==> src/rtl/barrel_shift_arbiter.sv <==
// Two-requester round-robin arbiter in front of one shared 8-bit rotator.
// The rotated result sits in a single output register (IDLE/FULL) that can
// drain and refill on the same edge, so back-to-back requests see no bubble.
module barrel_shift_arbiter (
    input  logic       clk,
    input  logic       rst,
    input  logic       req0_valid,
    output logic       req0_ready,
    input  logic [7:0] req0_data,
    input  logic [2:0] req0_n,
    input  logic       req0_lr,
    input  logic       req1_valid,
    output logic       req1_ready,
    input  logic [7:0] req1_data,
    input  logic [2:0] req1_n,
    input  logic       req1_lr,
    output logic       rsp_valid,
    input  logic       rsp_ready,
    output logic [7:0] rsp_data,
    output logic       rsp_id,
    output logic [7:0] ops_cnt
);

    typedef enum logic {
        IDLE = 1'b0,
        FULL = 1'b1
    } state_t;

    state_t      state_q, state_d;
    logic        last_grant_q;
    logic        can_accept;
    logic        grant;
    logic        accept;
    logic [7:0]  op_data;
    logic [2:0]  op_n;
    logic        op_lr;
    logic [15:0] dd;
    logic [15:0] dd_left;
    logic [15:0] dd_right;
    logic [7:0]  rot_data;

    assign rsp_valid = (state_q == FULL);

    // Round-robin grant and combinational ready; nothing is granted during reset.
    always_comb begin
        // NOTE: every signal assigned in this block gets a default first, so no
        // path leaves it unassigned and no latch is inferred.
        can_accept = 1'b0;
        grant      = 1'b0;
        accept     = 1'b0;
        req0_ready = 1'b0;
        req1_ready = 1'b0;
        can_accept = !rst && ((state_q == IDLE) || rsp_ready);
        if (req0_valid && req1_valid) begin
            grant = ~last_grant_q;
        end else begin
            grant = ~req0_valid;
        end
        accept     = can_accept && (req0_valid || req1_valid);
        req0_ready = accept && !grant;
        req1_ready = accept && grant;
    end

    // Operand mux feeding the single shared rotator.
    always_comb begin
        op_data  = grant ? req1_data : req0_data;
        op_n     = grant ? req1_n    : req0_n;
        op_lr    = grant ? req1_lr   : req0_lr;
        // Doubling the word lets a plain shift wrap bits around; n = 0 passes through.
        dd       = {op_data, op_data};
        dd_left  = dd << op_n;
        dd_right = dd >> op_n;
        rot_data = op_lr ? dd_left[15:8] : dd_right[7:0];
    end

    // Next state: fill on accept, drain to IDLE only when consumed with nothing new.
    always_comb begin
        state_d = state_q;
        case (state_q)
            IDLE: begin
                if (accept) state_d = FULL;
            end
            FULL: begin
                if (rsp_ready && !accept) state_d = IDLE;
            end
            default: state_d = IDLE;
        endcase
    end

    // State register.
    always_ff @(posedge clk) begin
        // NOTE: sequential state uses non-blocking assignments so every register
        // samples pre-edge values regardless of statement order.
        if (rst) begin
            state_q <= IDLE;
        end else begin
            state_q <= state_d;
        end
    end

    // Result register, grant history and transfer counter.
    always_ff @(posedge clk) begin
        if (rst) begin
            rsp_data     <= 8'h00;
            rsp_id       <= 1'b0;
            last_grant_q <= 1'b1;
            ops_cnt      <= 8'h00;
        end else begin
            if (accept) begin
                rsp_data     <= rot_data;
                rsp_id       <= grant;
                last_grant_q <= grant;
            end
            if (rsp_valid && rsp_ready) begin
                ops_cnt <= ops_cnt + 8'd1;
            end
        end
    end

endmodule

==> config.mk <==
export PLATFORM = sky130hd
export DESIGN_NAME = barrel_shift_arbiter
export DESIGN_NICKNAME = d
export VERILOG_FILES = /design/src/rtl/barrel_shift_arbiter.sv
export SDC_FILE = /design/constraint.sdc
export NUM_CORES = 1
export LEC_CHECK = 0
export ABC_CLOCK_PERIOD_IN_PS = 5070
export BUFFER_PORTS_ARGS = -buffer_cell sky130_fd_sc_hd__buf_2
export CAP_MARGIN = 20
export CORE_ASPECT_RATIO = 1.25
export CORE_MARGIN = 5
export CORE_UTILIZATION = 40
export DETAILED_ROUTE_END_ITERATION = 8
export SETUP_SLACK_MARGIN = 0.05
export SYNTH_ARGS = -nofsm -noshare
export SYNTH_HDL_FRONTEND = slang
export SYNTH_SLANG_ARGS = --single-unit
export TNS_END_PERCENT = 50
==> constraint.sdc <==
create_clock -name clk -period 5.07 [get_ports clk]
set_input_delay 0.2535 -clock clk [delete_from_list [all_inputs] [get_ports clk]]
set_output_delay 0.2535 -clock clk [all_outputs]
set_load 0.03 [all_outputs]
* Word level (Yosys, flattened, before mapping)
Cells that the tools add are included.
** Storage, ports and cells
- Flip-flop bits (word level) :: 19
- Input port bits :: 29
- Output and inout bits :: 20
- Logic and storage cells :: 31
** Cells by class
- Add/subtract/negate cells :: 1
- Shift-type cells :: 2
- Multiplexer cells :: 8
- Bitwise gates (word level) :: 3
- Reduce and logical (&&, ||, !) cells :: 12
** Operators with widths (number)
- two-way mux 8 bit :: 2
- << shifter 16 x 3 -> 16 bit :: 1
- >> shifter 16 x 3 -> 8 bit :: 1
- adder 8 x 1 -> 8 bit, second input constant :: 1
- logical AND 1 bit :: 7
- two-way mux 1 bit :: 4
- logical NOT 1 bit :: 3
- two-way mux 3 bit :: 1
- inverter 1 bit :: 3
- logical OR 1 bit :: 2
- one-hot mux 1 bit (2 select lines) :: 1

* Logic depth before layout (Yosys ltp)
- Depth in word-level cells :: 8
- Depth in mapped cells :: 8
- Gate-level depth less buffers :: 6

* Worst setup path after synthesis
No wires, ideal clock.
- Path type :: reg2reg
- Start :: register state_q (netlist: rsp_valid)
- End :: register last_grant_q
- Data arrival time :: 1.677 ns
- Required time :: 4.923 ns
- Path slack :: 3.246 ns
- Stages on the path, launching flop included :: 5
- Period minus slack after synthesis :: 1.824 ns
- Cell sequence :: dfxtp_1 -> nor2b_1 -> or3_4 -> nor2_1 -> o21ai_0
** Between the ends
- Longest elaborated chain between the ends :: 4
** RTL lines
- start: declaration :: line 29 : state_t state_q, state_d;
- start signal: assignment :: line 97 : state_q <= state_d;
- inverter 1 bit
- logical OR 1 bit :: line 53 : can_accept = !rst && ((state_q == IDLE) || rsp_ready);
- logical AND 1 bit :: line 53
- logical AND 1 bit :: line 59 : accept = can_accept && (req0_valid || req1_valid);
- end signal: assignment :: line 112 : last_grant_q <= grant;
- end: declaration :: line 30 : logic last_grant_q;
No other way between the ends.
A chain may end at the register's enable or synchronous reset.

* Worst setup path in the final report
- Start :: register last_grant_q
- End :: register rsp_data[7]
** Between the ends
- Longest elaborated chain between the ends :: 5
- Elaborated cells on any way between the ends :: 8
** RTL lines
- inverter 1 bit (*) :: line 55 : grant = ~last_grant_q;
- two-way mux 1 bit (*) :: line 54 : if (req0_valid && req1_valid) begin
- two-way mux 8 bit / two-way mux 3 bit (equally long branches) :: line 66, 67
- >> shifter 16 x 3 -> 8 bit / << shifter 16 x 3 -> 16 bit (equally long branches) :: line 72, 71
- two-way mux 8 bit (*) :: line 73 : rot_data = op_lr ? dd_left[15:8] : dd_right[7:0];
- end signal: assignment :: line 110 : rsp_data <= rot_data;
- end: declaration :: line 19 : output logic [7:0] rsp_data,
Every way passes the cells marked *; elsewhere a longest branch is shown, timed or not.

==> summary.txt <==
Pwr
  – Worst IR Drop VDD: 71.6 µV
  – Leakage: around 0.97 nW
  – Power Density: between 200 and 250 nW/µm²

STA
  – TNS Setup: 0 ns
  – RSZ-0062 raised after global routing: false
  – Final worst path period need: between 2 and 2.5 ns
  – Slew Limit Fails: 0
  – Final hold vios: 0
  – Setup WS post-layout: about 2.7 ns
  – Fmax: between 0.4 and 0.5 GHz
  – Worst Tran Pin Value: 0.589 ns
  – Tcrit/Tclk final: 0.465
  – Final setup fails: 0
  – Setup Skew: 0.000467 ns
  – Slew headroom: 0.596

GRT
  – First-pass GRT wire length: between 9000 and 10000 µm
  – GRT Total Usage: 0.179
  – Number of global-route vias before repair: 1889
  – Initial antenna violation count: 0
  – Largest net degree at the start of global routing: 21
  – Overflow after GRT: 0

Worst setup path
  – Critical path launch point type: flip-flop
  – CP required: between 5 and 6 ns
  – CP Capture Type: flip-flop
  – Worst-path fanout max: 19
  – Critical path arrival: ~2.5 ns
  – Crit Path Category: flip-flop to flip-flop

Clock network
  – Clock Latency Late Sink: 0.25 ns
  – CTS Hold Buffers Added: 0
  – Post-CTS Resized: 0
  – CTS clk-pin slew, worst paths: around 0.060 ns
  – CTS H-Tree Depth: 1
  – Setup bufs post-CTS: 0
  – Num CTS Buffers: 3
  – CTS tree: done
  – Clk root buf: clkbuf_8
  – Clk buf depth: 2
  – Clk sink count: 19

Cells and area
  – Layout cells sized above 1: 0.297
  – Layout area overhead: 13.1%
  – Commonest non-fill, non-tap cell in the layout: buf_2
  – Nets@finish: roughly 320
  – Antenna cell count: 0
  – Final Cell Area: around 2300 µm²
  – Commonest cells after routing, fill and taps aside: buf_2 (48), nor2_1 (23), o21ai_0 (23), mux2i_1 (23)

Logic synthesis
  – Sequential share of the synthesized area: 0.190
  – Post-synthesis cell type count: 56
  – Synth Register Bits: 19
  – Yosys warnings: 0
  – FFs w/ async S/R, synth: 0
  – Synthesized Nets: around 280
  – Post-Syn Area per Cell: roughly 8 µm²
  – Ys flop type: dfxtp_1
  – Mapped Cells: between 200 and 300
  – Number of flops mapped to enable cells by yosys: 0
  – Cell area after synthesis: between 2000 and 2500 µm²

Floorplan
  – DIE AREA: ~6500 µm²
  – I/O pins: a little under 50
  – Die height: approximately 90 µm
  – Core area: approximately 4800 µm²
  – Die X-Extent: 73.4 µm
  – FP Rows: 28
  – Initial core utilization: 0.418

Drt
  – Metal3 WL: 291 µm
  – Pre-antenna DRT Iters: 4
  – Post-Route WL: 5720 µm
  – DRT iter0 DRCs: between 70 and 80
  – Vias per cell: 5.69
  – Max layer used: met4
  – M1 wire length: approximately 2400 µm
  – Vias: approximately 2000
  – Wire per inst: between 15 and 20 µm
  – Metal2 WL: between 2000 and 3000 µm
  – DRC: 0
  – Antenna Nets Post-Route: 0

Placement
  – Setup WS pre-CTS: 2.33 ns
  – Port bufs: 48
  – Final Wtd Congestion: a little over 0.9
  – DPL Wire Length: 4660 µm
  – DP Area: roughly 2200 µm²

Hold path
  – Worst hold path type: input pin to flip-flop

Job
  – Max-cap violations: 0

Outcome
  – Status: finished clean
-- worst paths after layout --
| check | startpoint | endpoint | slack [ns] | cells after the start |
|---|---|---|---|---|
| worst max-delay path | last_grant_q | rsp_data[7] | 2.71 | 7 |
| worst min register to register | rsp_data[4] | rsp_data[4] | 0.48 | 2 |
| worst min-delay path | req1_valid | rsp_valid | 0.28 | 3 |
| worst max register to register | last_grant_q | rsp_data[7] | 2.71 | 7 |
-- power by group --
part	leakage (nW)	internal, mW	switching (mW)	total (mW)
combinational	0.786	0.0785	0.131	0.209
clock	0.0228	0.0557	0.0447	0.100
sequential	0.156	0.162	0.00722	0.169
total	0.965	0.296	0.183	0.479
-- cell families (layout without fill, tap and decap cells) --
family | after synthesis | count (layout) | share of synthesized area
XOR/XNOR | 6 | 6 | 0.0262
flip-flops | 19 | 19 | 0.190
adder cells (fa/ha/maj) | 1 | 1 | 0.00623
multiplexers | 40 | 40 | 0.227
AND/OR/NAND/NOR | 85 | 85 | 0.236
AO/OA/AOI/OAI | 79 | 79 | 0.248
buffers and inverters | 21 | 60 | 0.0667
-- through the flow --
stage / utilization / total power, mW / hold slack (ns) / std cells
floorplan: - / 0.326 / 0.381 / 251
global placement: 0.462 / 0.380 / 0.470 / 345
detailed placement: 0.462 / 0.380 / 0.476 / 345
CTS: 0.471 / 0.482 / 0.273 / 349
global route: 0.473 / 0.507 / 0.322 / 350
finish: 0.473 / 0.479 / 0.280 / 350
-- metal layers --
| layer | vias to the layer above | GRT usage |
|---|---|---|
| li1 | 1018 | - |
| met1 | 905 | 0.221 |
| met2 | 55 | 0.319 |
| met3 | 13 | 0.0157 |
| met4 | 0 | 0.0741 |
| met5 | - | 0 |
-- synth_stat cells (all sizes together) (2+ instances only) --
master,count,share of area
mux2i,23,0.11
o211ai,7,0.031
a21oi,19,0.047
buf,13,0.050
xnor2,2,0.0087
nor2b,2,0.0062
or3,3,0.012
o21ai,28,0.072
xor2,4,0.017
nor2,24,0.053
and2,3,0.011
o22ai,5,0.016
o221ai,2,0.0087
nand2,18,0.036
dfxtp,19,0.19
mux4,3,0.034
nand4,3,0.0094
a211oi,8,0.030
nand3,12,0.032
inv,7,0.014
mux2,14,0.079
nor3,8,0.028
nand2b,6,0.024
-- critical path, stage by stage (launching register included) --
cell and delay, ns:
dfxtp_1 0.34, and2b_4 0.23, nor2_8 0.26, mux2i_1 0.57, buf_4 0.27, mux4_2 0.32
o211ai_1 0.17, nand3_1 0.09
-- flip-flops by register name, summed over array words and instances, names as in the netlist --
register / flops
last_grant_q: 1
rsp_id: 1
rsp_data: 8
rsp_valid: 1
ops_cnt: 8
-- area by class of cell --
cell class	instances	area [µm²]
fillers	512	2530
multi-input cells	211	1490
flip-flops and latches	19	380
repair buffers	49	248
well taps	60	75.1
clock buffers	4	45.0
inverters	7	28.8
(Power assumes the default switching activity.)
